<file path="src/rtl/imem_port_arbiter.sv">
// ============================================================================
// Module   : imem_port_arbiter
// Purpose  : Shares a single-port synchronous instruction ROM between the CPU
//            fetch port (F) and the debug/boot port (D). Fixed F priority with
//            starvation relief, or round-robin when IMEM_ARB_RR_EN is defined.
// Revision : 1.0
// ============================================================================
`default_nettype none

module imem_port_arbiter #(
    parameter int IDX_W      = 5,
    parameter int DW         = 32,
    parameter int STARVE_MAX = 4
) (
    input  logic             clk,
    input  logic             rst,
    input  logic             f_req_i,
    input  logic [31:0]      f_addr_i,
    output logic             f_gnt_o,
    output logic             f_valid_o,
    output logic [DW-1:0]    f_data_o,
    output logic             f_err_o,
    input  logic             d_req_i,
    input  logic [31:0]      d_addr_i,
    output logic             d_gnt_o,
    output logic             d_valid_o,
    output logic [DW-1:0]    d_data_o,
    output logic             d_err_o,
    output logic [IDX_W-1:0] rom_addr_o,
    input  logic [DW-1:0]    rom_q_i
);

    logic             w_f_oor, w_d_oor;
    logic [IDX_W-1:0] w_f_idx, w_d_idx;
    logic             w_f_gnt, w_d_gnt, w_contested;
    logic [IDX_W-1:0] rom_addr_q, rom_addr_d;
    logic             f_valid_q, f_err_q, d_valid_q, d_err_q;
    logic [DW-1:0]    f_hold_q, d_hold_q;
    logic [DW-1:0]    w_f_resp, w_d_resp;
    logic [3:0]       w_unused_addr_lsbs;

    // Byte offset within a word carries no meaning for a word-wide ROM.
    assign w_unused_addr_lsbs = {f_addr_i[1:0], d_addr_i[1:0]};

    assign w_f_oor     = |f_addr_i[31:IDX_W+2];
    assign w_d_oor     = |d_addr_i[31:IDX_W+2];
    assign w_f_idx     = f_addr_i[IDX_W+1:2];
    assign w_d_idx     = d_addr_i[IDX_W+1:2];
    assign w_contested = f_req_i && d_req_i && !rst;

`ifdef IMEM_ARB_RR_EN
    typedef enum logic {PORT_F = 1'b0, PORT_D = 1'b1} port_e;
    port_e rr_ptr_q, rr_ptr_d;

    always_comb begin
        rr_ptr_d = rr_ptr_q;
        if (w_contested) begin
            rr_ptr_d = (rr_ptr_q == PORT_F) ? PORT_D : PORT_F;
        end
    end

    always_ff @(posedge clk or posedge rst) begin
        if (rst) rr_ptr_q <= PORT_F;
        else     rr_ptr_q <= rr_ptr_d;
    end

    wire w_d_wins = (rr_ptr_q == PORT_D);
`else
    localparam logic [3:0] c_STARVE_MAX = 4'(STARVE_MAX);
    logic [3:0] starve_cnt_q, starve_cnt_d;

    always_comb begin
        starve_cnt_d = starve_cnt_q;
        if (w_d_gnt) begin
            starve_cnt_d = 4'd0;
        end else if (d_req_i && !rst && (starve_cnt_q < c_STARVE_MAX)) begin
            starve_cnt_d = starve_cnt_q + 4'd1;
        end
    end

    always_ff @(posedge clk or posedge rst) begin
        if (rst) starve_cnt_q <= 4'd0;
        else     starve_cnt_q <= starve_cnt_d;
    end

    wire w_d_wins = (starve_cnt_q == c_STARVE_MAX);
`endif

    always_comb begin
        w_f_gnt = 1'b0;
        w_d_gnt = 1'b0;
        if (w_contested) begin
            w_d_gnt = w_d_wins;
            w_f_gnt = !w_d_wins;
        end else if (!rst) begin
            w_f_gnt = f_req_i;
            w_d_gnt = d_req_i && !f_req_i;
        end
    end

    // Out-of-range grants leave the ROM index untouched so the macro sees no glitch.
    always_comb begin
        rom_addr_d = rom_addr_q;
        if (w_f_gnt && !w_f_oor) begin
            rom_addr_d = w_f_idx;
        end else if (w_d_gnt && !w_d_oor) begin
            rom_addr_d = w_d_idx;
        end
    end

    assign w_f_resp = f_err_q ? '0 : rom_q_i;
    assign w_d_resp = d_err_q ? '0 : rom_q_i;

    always_ff @(posedge clk or posedge rst) begin
        if (rst) begin
            rom_addr_q <= '0;
            f_valid_q  <= 1'b0;
            f_err_q    <= 1'b0;
            d_valid_q  <= 1'b0;
            d_err_q    <= 1'b0;
            f_hold_q   <= '0;
            d_hold_q   <= '0;
        end else begin
            rom_addr_q <= rom_addr_d;
            f_valid_q  <= w_f_gnt;
            f_err_q    <= w_f_gnt && w_f_oor;
            d_valid_q  <= w_d_gnt;
            d_err_q    <= w_d_gnt && w_d_oor;
            if (f_valid_q) f_hold_q <= w_f_resp;
            if (d_valid_q) d_hold_q <= w_d_resp;
        end
    end

    // ROM data arrives the cycle after the grant, so it is passed straight through then held.
    assign f_gnt_o    = w_f_gnt;
    assign d_gnt_o    = w_d_gnt;
    assign rom_addr_o = rom_addr_d;
    assign f_valid_o  = f_valid_q;
    assign f_err_o    = f_err_q;
    assign f_data_o   = f_valid_q ? w_f_resp : f_hold_q;
    assign d_valid_o  = d_valid_q;
    assign d_err_o    = d_err_q;
    assign d_data_o   = d_valid_q ? w_d_resp : d_hold_q;

endmodule

`default_nettype wire

</file>
<file path="config.mk">
export PLATFORM = sky130hd
export DESIGN_NAME = imem_port_arbiter
export DESIGN_NICKNAME = d
export VERILOG_FILES = /design/src/rtl/imem_port_arbiter.sv
export SDC_FILE = /design/constraint.sdc
export NUM_CORES = 1
export LEC_CHECK = 0
export CAP_MARGIN = 0
export CORE_AREA = 4 4 113 115
export DETAILED_ROUTE_END_ITERATION = 10
export DIE_AREA = 0 0 117 119
export MAX_ROUTING_LAYER = met4
export PLACE_DENSITY = 0.65
export RECOVER_POWER = 25
export SETUP_SLACK_MARGIN = 0.1
export SYNTH_ARGS = -nofsm -noshare
export SYNTH_HDL_FRONTEND = slang
export SYNTH_SLANG_ARGS = --single-unit
</file>
<file path="constraint.sdc">
create_clock -name clk -period 7.8 [get_ports clk]
set_input_delay 2.34 -clock clk [delete_from_list [all_inputs] [get_ports clk]]
set_output_delay 2.34 -clock clk [all_outputs]
set_load 0.005 [all_outputs]
</file>
==> metrics.csv <==
metric,value,unit
placement-stage worst setup slack,0.911,ns
Hold Startpoint,d_hold_q[4],
Clk Tree Root Cell,clkbuf_16,
hpwl dp,7.22,mm
Avg Synthesized Cell Area,9.49,um^2
clock sink total,77,
syn_nets,456,
first-pass GRT wire length,16.4,mm
Post-synth top flop,dfrtp_1,
CP Capture Type,primary output,
endpoints failing setup,0,
Non-Filler Instances,672,
critical path arrival,4.56,ns
CTS tree,built,
die area,0.0139,mm^2
hold path endpoint,d_hold_q[4],
Post-DRT Antenna Nets,0,
nets,622,
Vias/cell,4.59,
initial antenna violation count,0,
Inserted Clock Buffers,9,
synthesis-to-layout area growth,65.1,%
# port buffers,170,
"count leader, synth",dfrtp_1,
clk_lat worst skew,0.33,ns
worst IR drop on VDD,0.103,mV
vias in the first global route,3314,
Max Clock Skew,0.00566,ns
Initial Utilization,28.4,%
Worst Tran Pin Value,1.04,ns
worst hold slack,0.535,ns
Longest Clk Path Bufs,2,
Leakage,2.33,nW
CTS H-tree lvls,3,
top cell type's share of synthesized area,57.4,%
Post-Synthesis Cell Area,0.00336,mm^2
kind of critical path,input port to primary output,
drt drc,0,
Placer Congestion,0.862,
Worst Slack Setup Final,0.899,ns
Ant. Diodes,0,
hold buffer count at cts,0,
max_cap viols,0,
PwrDens,245,mW/mm^2
Setup Total Neg Slack,0,ns
R2R depth,7,
cell taking the most area after synthesis,dfrtp_1,
asr flop ratio synth,100,%
FF-to-FF End,rom_addr_q[2],
Pre-antenna DRT Iters,4,
Worst slew margin,30.6,%
row cnt,40,
final hold vios,0,
Util after Layout,46.9,%
grt ovf,0,
max-slew violation count,0,
"critical path fanouts, max",7,
WHS Path Cells,2,
post-synthesis cell type count,30,
synth top area cells,"dfrtp_1, o21ai_0, inv_1, nand3b_1, nand2_1",
crit path time final,6.90,ns
Die Width,117,um
Final Cell Area,0.00555,mm^2
Top Ports,175,
Post-DP Area,0.00520,mm^2
status,"finished, final reports clean",
RSZ-0062 raised after global routing,no,
hold crit path type,flip-flop to flip-flop,
dpl cells,656,
die height,119,um
most frequent cells after synthesis,"dfrtp_1, inv_1, o21ai_0",
All-Layer GR Usage,15.7,%
DR iter-0 viols,125,
R2R setup slack,5.97,ns
Syn Inst Count,354,
core area,0.0118,mm^2
startpoint types,input port,
share of cells above drive strength 1,5.14,%
Post-synth EDFFs,0,
final period utilization,88.5,%
Clock transition at path regs,0.05,ns
fmax,145,MHz
#FFs+latches synth,77,
CP required,5.46,ns
post-CTS sizing,0,
Total Power,1.36,mW
Synth warnings,0,
routed via count,3086,
DRT Wirelength,10.1,mm
sequential share of the synthesized area,57.4,%
postcts setup bufs,0,
largest net degree at the start of global routing,78,
r2r startpoint,starve_cnt_q[0],
Avg WL per Cell,15.1,um
==> worst max-delay path by stage <==
stage / from / endpoint / slack (ns) / cells past startpoint
floorplan: rst / rom_addr_o[1] / 0.29 / 4
global placement: f_addr_i[24] / rom_addr_o[4] / 0.91 / 6
detailed placement: f_addr_i[24] / rom_addr_o[2] / 0.91 / 6
CTS: f_addr_i[24] / rom_addr_o[2] / 0.89 / 6
global route: f_addr_i[20] / rom_addr_o[2] / 0.77 / 6
finish: f_addr_i[24] / rom_addr_o[2] / 0.90 / 6
==> registers in the layout, summed over array words and instances, names as in the netlist <==
signal	flops
f_valid_o	1
f_hold_q	32
f_err_o	1
starve_cnt_q	4
d_valid_o	1
rom_addr_q	5
d_hold_q	32
d_err_o	1
==> layout make-up <==
type,count,area [um^2]
sequential,77,1930
clock buffer,12,246
tap,147,184
fill,1118,6270
inverter,70,264
multi-input combinational,189,1100
timing repair buffer,173,1720
clock inverter,4,95.1
==> power breakdown <==
| group | switching, mW | total [mW] | internal (mW) |
|---|---|---|---|
| Combinational | 0.147 | 0.359 | 0.213 |
| Clock | 0.157 | 0.477 | 0.321 |
| Sequential | 0.0374 | 0.521 | 0.484 |
==> layout by cell type (no fill, tap or decap), types with 2 or more instances in the layout <==
| master | netlist | routed |
|---|---|---|
| ha_1 | 2 | 2 |
| nor4_2 | 3 | 3 |
| buf_4 | 0 | 3 |
| dlygate4sd3_1 | 0 | 32 |
| nor3_1 | 2 | 2 |
| a31oi_1 | 4 | 4 |
| dfrtp_1 | 77 | 76 |
| clkdlybuf4s50_1 | 0 | 138 |
| bufinv_16 | 0 | 3 |
| inv_1 | 69 | 68 |
| nand3b_1 | 31 | 31 |
| clkinv_2 | 0 | 2 |
| a21oi_1 | 3 | 3 |
| clkbuf_1 | 17 | 2 |
| nand3_1 | 2 | 2 |
| clkbuf_16 | 0 | 9 |
| o21ai_0 | 63 | 63 |
| o31ai_1 | 5 | 5 |
| nand2_1 | 35 | 35 |
| nor4_1 | 12 | 12 |
| nand4_1 | 6 | 6 |
| nor2_1 | 8 | 8 |
==> cells by family after synthesis <==
group	count (synthesis)	share of synthesized area, %
adders and majority gates	2	0.745
and+or+nand+nor	107	18.8
xor gates and xnor gates	1	0.261
AOI/OAI and AO/OA	79	13.0
DFF	77	57.4
buffers and inverters	88	9.84
==> layer usage <==
metal  GRT usage, %  share of wire, %  vias to the layer above
li1               -                 -                     1503
met1           18.3                42                     1453
met2           25.9                51                      114
met3           3.51               6.0                       16
met4           6.24               1.8                        0
met5              -                 0                        -
==> critical path, stage by stage <==
cell             delay, ns
clkdlybuf4s50_1       0.42
nor4_1                0.28
nand3_1               0.29
or3_4                 0.44
a31oi_1               0.23
clkdlybuf4s50_1       0.56
Note: power is estimated with default switching activity, not from simulation.
